File: config.mk
export PLATFORM = sky130hd
export DESIGN_NAME = pipeline_ctrl
export DESIGN_NICKNAME = d
export VERILOG_FILES = /design/src/rtl/cpu_pipe_pkg.sv /design/src/rtl/sat_counter.sv /design/src/rtl/pipeline_ctrl.sv
export SDC_FILE = /design/constraint.sdc
export NUM_CORES = 1
export LEC_CHECK = 0
export ABC_CLOCK_PERIOD_IN_PS = 5000
export BUFFER_PORTS_ARGS = -buffer_cell sky130_fd_sc_hd__buf_2
export CORE_MARGIN = 3
export CORE_UTILIZATION = 54
export DETAILED_ROUTE_END_ITERATION = 10
export PLACE_DENSITY = 0.87
export SETUP_SLACK_MARGIN = 0.3
export SYNTH_ARGS = -nofsm -noshare
export SYNTH_HDL_FRONTEND = slang
export SYNTH_SLANG_ARGS = --single-unit
File: constraint.sdc
create_clock -name clk -period 5 [get_ports clk]
set_clock_uncertainty 0.05 [all_clocks]
set_input_delay 0.5 -clock clk [delete_from_list [all_inputs] [get_ports clk]]
set_output_delay 0.5 -clock clk [all_outputs]
set_load 0.05 [all_outputs]
File: src/rtl/cpu_pipe_pkg.sv
// Shared definitions for the in-order pipeline controller: stage indices
// and the controller FSM encoding.
package cpu_pipe_pkg;

  // Fixed stage positions; WB is always the last stage (NUM_STAGES-1).
  localparam int STG_IF  = 0;
  localparam int STG_ID  = 1;
  localparam int STG_EX  = 2;
  localparam int STG_MEM = 3;

  // Controller operating mode.
  typedef enum logic [1:0] {
    ST_RUN    = 2'd0,
    ST_DRAIN  = 2'd1,
    ST_HALTED = 2'd2
  } pipe_state_e;

endpackage

File: src/rtl/sat_counter.sv
// Saturating up-counter with synchronous clear, used for pipeline perf counters.
module sat_counter #(
  parameter int CNT_W = 16
) (
  input  logic             clk,
  input  logic             reset,
  input  logic             clear,
  input  logic             inc,
  output logic [CNT_W-1:0] count
);

  localparam logic [CNT_W-1:0] CNT_MAX = {CNT_W{1'b1}};

  logic [CNT_W-1:0] count_r;

  // Count up on inc, sticking at all-ones; clear wins over inc.
  always_ff @(posedge clk or negedge reset) begin
    if (!reset) begin
      count_r <= '0;
    end else if (clear) begin
      count_r <= '0;
    end else if (inc && (count_r != CNT_MAX)) begin
      count_r <= count_r + CNT_W'(1);
    end else begin
      count_r <= count_r;
    end
  end

  assign count = count_r;

endmodule

File: src/rtl/pipeline_ctrl.sv
// Central controller for the in-order pipeline: tracks per-stage valid bits,
// arbitrates cache stalls, load-use hazards, redirects and panic, and drives
// the per-stage advance/flush enables, PC enable and perf counters.
module pipeline_ctrl
  import cpu_pipe_pkg::*;
#(
  parameter int NUM_STAGES = 5,
  parameter int REG_ADDR_W = 5,
  parameter int CNT_W      = 16
) (
  input  logic                  clk,
  input  logic                  reset,
  input  logic                  if_stall_req,
  input  logic                  mem_stall_req,
  input  logic [REG_ADDR_W-1:0] id_rs1,
  input  logic [REG_ADDR_W-1:0] id_rs2,
  input  logic                  id_use_rs1,
  input  logic                  id_use_rs2,
  input  logic                  id_panic,
  input  logic                  ex_is_load,
  input  logic [REG_ADDR_W-1:0] ex_rd,
  input  logic                  ex_redirect,
  output logic                  pc_en,
  output logic [NUM_STAGES-1:0] stage_en,
  output logic [NUM_STAGES-1:0] stage_flush,
  output logic [NUM_STAGES-1:0] stage_valid,
  output logic                  halted,
  output logic [CNT_W-1:0]      stall_cycles,
  output logic [CNT_W-1:0]      flush_count
);

  localparam int STG_WB = NUM_STAGES - 1;

  pipe_state_e           state_r;
  pipe_state_e           state_next_s;
  logic [NUM_STAGES-1:1] valid_r;
  logic [NUM_STAGES-1:1] valid_next_s;
  logic [NUM_STAGES-1:0] valid_s;
  logic                  fetch_valid_s;
  logic                  src1_hit_s;
  logic                  src2_hit_s;
  logic                  load_use_s;
  logic                  redirect_s;
  logic                  panic_s;
  logic                  drained_s;
  logic                  advance_s;
  logic                  ex_bubble_s;
  logic                  stall_inc_s;
  logic                  flush_inc_s;

  // IF validity is combinational: a fetch is present whenever we run and the
  // I-cache delivers. Held low during reset so all valid bits read zero.
  assign fetch_valid_s = reset & (state_r == ST_RUN) & ~if_stall_req;
  assign valid_s       = {valid_r, fetch_valid_s};
  assign stage_valid   = valid_s;

  assign src1_hit_s = id_use_rs1 & (id_rs1 == ex_rd);
  assign src2_hit_s = id_use_rs2 & (id_rs2 == ex_rd);
  assign load_use_s = valid_r[STG_EX] & ex_is_load & (ex_rd != '0)
                    & (src1_hit_s | src2_hit_s) & valid_r[STG_ID];
  assign redirect_s = valid_r[STG_EX] & ex_redirect;
  assign panic_s    = valid_r[STG_ID] & id_panic & (state_r == ST_RUN);
  assign drained_s  = (valid_r[NUM_STAGES-2:1] == '0);
  assign halted     = (state_r == ST_HALTED);

  // Event priority, stage enables/flushes, next valid bits and next state.
  always_comb begin
    pc_en        = 1'b0;
    stage_en     = '1;
    stage_flush  = '0;
    valid_next_s = valid_r;
    state_next_s = state_r;
    advance_s    = 1'b0;
    ex_bubble_s  = 1'b0;
    stall_inc_s  = 1'b0;
    flush_inc_s  = 1'b0;
    case (state_r)
      ST_RUN, ST_DRAIN: begin
        if (mem_stall_req) begin
          stage_en[NUM_STAGES-2:0] = '0;
        end else if (redirect_s) begin
          stage_flush[STG_IF] = 1'b1;
          stage_flush[STG_ID] = 1'b1;
          pc_en               = 1'b1;
          flush_inc_s         = 1'b1;
          advance_s           = 1'b1;
        end else if (load_use_s) begin
          stage_en[STG_IF]    = 1'b0;
          stage_en[STG_ID]    = 1'b0;
          stage_flush[STG_EX] = 1'b1;
          ex_bubble_s         = 1'b1;
        end else if (panic_s) begin
          stage_flush[STG_IF] = 1'b1;
          state_next_s        = ST_DRAIN;
          advance_s           = 1'b1;
        end else if (if_stall_req) begin
          stage_flush[STG_IF] = 1'b1;
          advance_s           = 1'b1;
        end else begin
          pc_en     = 1'b1;
          advance_s = 1'b1;
        end

        // While draining nothing new is fetched; only the older stages move.
        if (state_r == ST_DRAIN) begin
          pc_en = 1'b0;
          if (!mem_stall_req) begin
            stage_flush[STG_IF] = 1'b1;
          end else begin
            stage_flush[STG_IF] = 1'b0;
          end
          if (drained_s) begin
            state_next_s = ST_HALTED;
          end else begin
            state_next_s = ST_DRAIN;
          end
        end else begin
          stall_inc_s = ~pc_en;
        end

        // Valid shift; a load-use bubble enters at the ID->EX boundary while
        // the load and everything older keep moving.
        if (advance_s) begin
          for (int i = 1; i < NUM_STAGES; i++) begin
            valid_next_s[i] = valid_s[i-1] & ~stage_flush[i-1];
          end
        end else if (ex_bubble_s) begin
          valid_next_s[STG_EX] = 1'b0;
          for (int i = STG_EX + 1; i < NUM_STAGES; i++) begin
            valid_next_s[i] = valid_s[i-1];
          end
        end else begin
          valid_next_s[STG_WB] = 1'b0;
        end
      end
      ST_HALTED: begin
        stage_en     = '0;
        state_next_s = ST_HALTED;
      end
      default: begin
        stage_en     = '0;
        state_next_s = ST_HALTED;
      end
    endcase
  end

  // Controller state and per-stage valid bits.
  always_ff @(posedge clk or negedge reset) begin
    if (!reset) begin
      state_r <= ST_RUN;
      valid_r <= '0;
    end else begin
      state_r <= state_next_s;
      valid_r <= valid_next_s;
    end
  end

  sat_counter #(.CNT_W(CNT_W)) u_stall_cnt (
    .clk   (clk),
    .reset (reset),
    .clear (1'b0),
    .inc   (stall_inc_s),
    .count (stall_cycles)
  );

  sat_counter #(.CNT_W(CNT_W)) u_flush_cnt (
    .clk   (clk),
    .reset (reset),
    .clear (1'b0),
    .inc   (flush_inc_s),
    .count (flush_count)
  );

endmodule
==> out/summary.txt, run 1 <==
total track usage: 20.7%
WS Path Type: reg2out
syn avg cell area: 9.93 um^2
crit path launch type: register
status: finished clean
Yosys top cell area share: 45.2%
largest net degree at the start of global routing: 40
commonest non-fill, non-tap cell in the layout: buf_2
1st-iter DRT viols: 74
Synth Register Bits: 38
number of flops mapped to enable cells by yosys: 0
worst skew pair latency: 0.29 ns
leak pwr: 1.25 nW
die height: 68.4 um
post-route cell area: 2550 um^2
most frequent cells in the layout: buf_2 (70), dfrtp_1 (38), nand2_1 (23)
largest area contributor in the netlist: dfrtp_1
clock transition at the registers of the reported paths: 0.07 ns
fillers: 316
worst-margin pin slew: 0.754 ns
Worst EP required: 4.45 ns
total negative setup slack: 0 ns
post-CTS sizing: 0
ys async rst share: 100%
CTS root buf: clkbuf_8
CP arrival: 2.04 ns
Final Hold Viols: 0
final worst slack: 2.41 ns
hold buffer count at CTS: 0
Antenna Diode Count: 0
max_cap viols: 0
slew margin rel.: 49.8%
Crit. End Element: output port
share of layout cells above drive strength 1: 35.0%
CTS H-tree lvls: 2
Hold Slack: 0.204 ns
final setup fails: 0
max-slew violation count: 0
Mapped Area: 2100 um^2
Worst VDD drop: 0.387 mV
DIE AREA: 4680 um^2
Final ANT Viol Nets: 0
initial antenna violation count: 0
Seq/Total Area, Yosys: 45.2%
fin crit share: 51.8%
clk sinks: 38
clk buf depth: 2
drc violations: 0
CTS tree: built
fmax: 0.386 GHz
port bufs: 70
Post-Syn Instances: 212
Synth Flop Type: dfrtp_1
vias in the first global route: 1623
setup bufs post-CTS: 0
power per cell area: 529 nW/um^2
clock buffer count from CTS: 5
Avg WL per Cell: 13.5 um
DIE WIDTH: 68.4 um
starting density of the core: 56.6%
total gr overflow: 0
Post-DP HPWL: 3420 um
fin crit period: 2.59 ns
drt first pass iters: 4
top post-synthesis cells by area: dfrtp_1 (45%), xnor2_1 (7.9%), xor2_1 (7.9%)
global placement routability congestion: 0.886
first-pass GRT wire length: 7130 um
core area: 3720 um^2
HP Class: in2async
synth unique cells: 44
FF/Latch Area: 951 um^2
DR vias: 1761
area occupied by multi-input gates: 1070 um^2
vias per cell: 5.32
I/O pin count: 73
Place WS: 2.56 ns
Synth Warn #: 0
final wirelength: 4480 um
Layout area overhead: 21.4%
unrepaired setup endpoints after global routing: no
Final #Nets: 310
Worst Path Max Fanout: 7
Cell Rows: 22
Final Core Density: 68.8%
placed cell area: 2470 um^2
path summary, 6_finish.rpt:
path	startpoint	endpoint	slack, ns	cells past startpoint
max in group asynchronous	reset	u_flush_cnt.count[6]	4.36	2
max reg2reg	u_stall_cnt.count[0]	u_stall_cnt.count[1]	2.62	6
min	reset	u_flush_cnt.count[4]	0.20	2
max	valid_r[1]	pc_en	2.41	6
min in group clk	u_stall_cnt.count[5]	u_stall_cnt.count[5]	0.44	1
min reg2reg	u_stall_cnt.count[5]	u_stall_cnt.count[5]	0.44	1
registers in the layout (all words and copies together) (netlist names):
name and count:
u_flush_cnt.count 16, u_stall_cnt.count 16, valid_r 4, state_r 2
critical path, cell delays in order, from the launching register on:
cell      delay [ns]
dfrtp_1         0.46
and4bb_2        0.27
or2_2           0.30
a21oi_1         0.23
inv_1           0.08
nor3_1          0.13
buf_2           0.29
area by class of cell:
cell class,count,share of cell area (%)
flip-flops and latches,38,37.2
clock buffers,6,3.23
inverters,8,1.18
repair buffers,71,14.0
multi-input cells,160,42.0
well taps,48,2.35
per-layer routing:
layer  global-route usage, %  vias to the layer above  share of wire, %
met2                    34.8                       48                49
met5                       0                        -                 0
met1                    24.9                      846                43
met4                    6.70                        0              0.69
li1                        -                      863                 -
met3                    6.57                        4               7.1
cell families after synthesis:
kind of cell | share of synthesized area, %
multiplexers | 2.14
buffers and inverters | 3.98
adder cells (fa/ha/maj) | 1.19
XOR/XNOR | 15.8
flip-flops | 45.2
AND/OR/NAND/NOR | 23.4
AO/OA/AOI/OAI | 8.09
other | 0.178
through the flow:
| stage | instances | total power [mW] |
|---|---|---|
| after floorplan | 213 | 1.01 |
| after global placement | 325 | 1.14 |
| after detailed placement | 325 | 1.15 |
| after CTS | 331 | 1.36 |
| after global routing | 331 | 1.43 |
| final | 331 | 1.35 |
Yosys cell counts, types with 2 or more instances:
| cell | instances |
|---|---|
| a21oi_1 | 3 |
| or2_2 | 3 |
| a31oi_1 | 2 |
| mux2_2 | 4 |
| nor3_2 | 2 |
| xnor2_1 | 19 |
| dfrtp_1 | 38 |
| nand4_1 | 8 |
| nor2_2 | 4 |
| and3_1 | 3 |
| buf_4 | 5 |
| inv_1 | 8 |
| ha_1 | 2 |
| o21ai_0 | 5 |
| nand3_1 | 12 |
| nor3_1 | 6 |
| nor2_1 | 21 |
| nand2_1 | 23 |
| xor2_1 | 19 |
power by group:
part / total (mW) / switching [mW] / internal, mW
clock: 0.205 / 0.0988 / 0.106
combinational: 0.671 / 0.508 / 0.164
sequential: 0.474 / 0.0921 / 0.382
total: 1.35 / 0.699 / 0.652
No activity file was read; power rests on OpenSTA's default activity.
==> inputs of run 2 (changes only) <==
ABC_CLOCK_PERIOD_IN_PS = 2500   (was 5000)
CORE_UTILIZATION = 50   (was 54)
PLACE_DENSITY = 0.82   (was 0.87)
clock period = 2.5 ns   (was 5 ns; I/O delays follow)
==> run 2 against run 1 <==
Worst setup slack got worse by 2.0 ns. Cell count up 1.5%. Combinational power increased by 110%. Core utilization fell by 0.64 points. Final area is 2.7% higher. Non-clock buffer count rose by 4. Routed wire length rose by 3.9%. Register-to-register slack worse by 2.2 ns. Critical endpoint is now u_stall_cnt.count[11]. Largest cell class unchanged.
==> out/summary.txt, run 2 (synthesis results as in run 1) <==
Pint: 1.33 mW
max layer used: met4
CTS H-tree lvls: 2
DR vias: 1801
global placement routability congestion: 0.834
starting density of the core: 54.6%
Avg WL per Cell: 13.9 um
initial antenna violation count: 0
Final Core Density: 68.1%
status: finished clean
vias in the first global route: 1689
fmax: 0.473 GHz
final wirelength: 4660 um
Comb power frac: 51.4%
clock share of power: 14.0%
HP Class: in2async
area occupied by multi-input gates: 1110 um^2
fin crit period: 2.12 ns
Worst VDD drop: 0.602 mV
total negative setup slack: 0 ns
M1 wire length: 2000 um
CP delay by family, top: compound AO/OA/AOI/OAI gates
crit path launch type: register
Post-DP HPWL: 3600 um
clock transition at the registers of the reported paths: 0.07 ns
worst path bufs/invs: 1
vias per cell: 5.36
Worst EP required: 2.66 ns
Final ANT Viol Nets: 0
clock buffer count from CTS: 5
non-filler instance count after layout: 336
most frequent cells in the layout: buf_2 (69), dfrtp_1 (35), nand2_1 (23)
dpl cells: 326
fin crit share: 84.6%
Worst Path Max Fanout: 13
DIE AREA: 5020 um^2
overall power: 2.75 mW
WS Path Type: reg2reg
CTS tree: built
unrepaired setup endpoints after global routing: yes
largest net degree at the start of global routing: 39
total track usage: 19.0%
FF/Latch Area: 955 um^2
I/O pin count: 73
Cell Rows: 22
clk buf depth: 2
core area: 3850 um^2
drc violations: 0
CP cell instances: nand2_1 -> o21ai_0 -> a221oi_1 -> a21oi_2 -> buf_4 -> nor4b_2 -> xor2_1
final setup fails: 0
slowest CP cell: dfrtp_1
1st-iter DRT viols: 95
switching power: 1.42 mW
worst skew pair latency: 0.28 ns
share of layout cells above drive strength 1: 38.9%
Crit. End Element: register
Layout area overhead: 24.7%
fillers: 327
Final #Nets: 314
clk sinks: 38
max_cap viols: 0
CP arrival: 2.28 ns
commonest non-fill, non-tap cell in the layout: buf_2
total gr overflow: 0
max-slew violation count: 0
Switching Share: 51.7%
CP peak stage delay: 0.45 ns
Antenna Diode Count: 0
leak pwr: 1.27 nW
port bufs: 70
WL met3: 356 um
power share of the sequential group: 34.6%
DIE WIDTH: 70.9 um
power per cell area: 1050 nW/um^2
DR WL met2: 2290 um
Final Hold Viols: 0
die height: 70.9 um
drt first pass iters: 4
first-pass GRT wire length: 7660 um
CTS root buf: clkbuf_8
run 2: metrics by stage:
stage          hold WS (ns)  instance area, um^2  setup slack [ns]
3_5_place_dp          0.328                 2510             0.450
2_1_floorplan       -0.0956                 2140             0.132
3_3_place_gp          0.332                 2510             0.540
6_report            0.00750                 2630             0.384
4_1_cts              0.0207                 2600             0.335
5_1_grt              0.0449                 2630             0.286
run 2: power by group through the flow:
stage          Combinational [mW]  Clock [mW]  Sequential [mW]
2_1_floorplan               0.613           0             1.41
3_3_place_gp                 1.36           0            0.948
3_5_place_dp                 1.38           0            0.962
4_1_cts                      1.39       0.396            0.952
5_1_grt                      1.49       0.425            0.980
6_report                     1.41       0.386            0.950
run 2: area by class of cell:
type | count | share of cell area [%]
clock buffer | 7 | 2.91
inverter | 8 | 1.14
multi-input combinational | 160 | 42.3
sequential | 38 | 36.4
tap | 48 | 2.29
timing repair buffer | 75 | 15.0
run 2: routing by layer:
layer,up-vias,track usage (%)
met1,859,23.2
met3,2,6.82
met2,65,31.3
met5,-,0
li1,875,-
met4,0,6.05
run 2: worst paths after layout:
check / startpoint / to / slack (ns) / cells past startpoint
hold / removal: reset / u_stall_cnt.count[4] / 0.008 / 2
max in group asynchronous: reset / valid_r[1] / 2.04 / 2
hold reg to reg: u_flush_cnt.count[15] / u_flush_cnt.count[15] / 0.44 / 1
min in group clk: id_panic / state_r[0] / 0.24 / 3
setup / recovery: valid_r[2] / u_stall_cnt.count[11] / 0.38 / 7
setup reg to reg: valid_r[2] / u_stall_cnt.count[11] / 0.38 / 7
run 2: repair_timing:
action	4_1_cts	5_1_grt
setup buffers	0	3
hold buffers	0	0
resized for setup	4	2
setup endpoints to repair	1	3
gates cloned	0	0
pin swaps	0	2
hold endpoints to repair	0	0
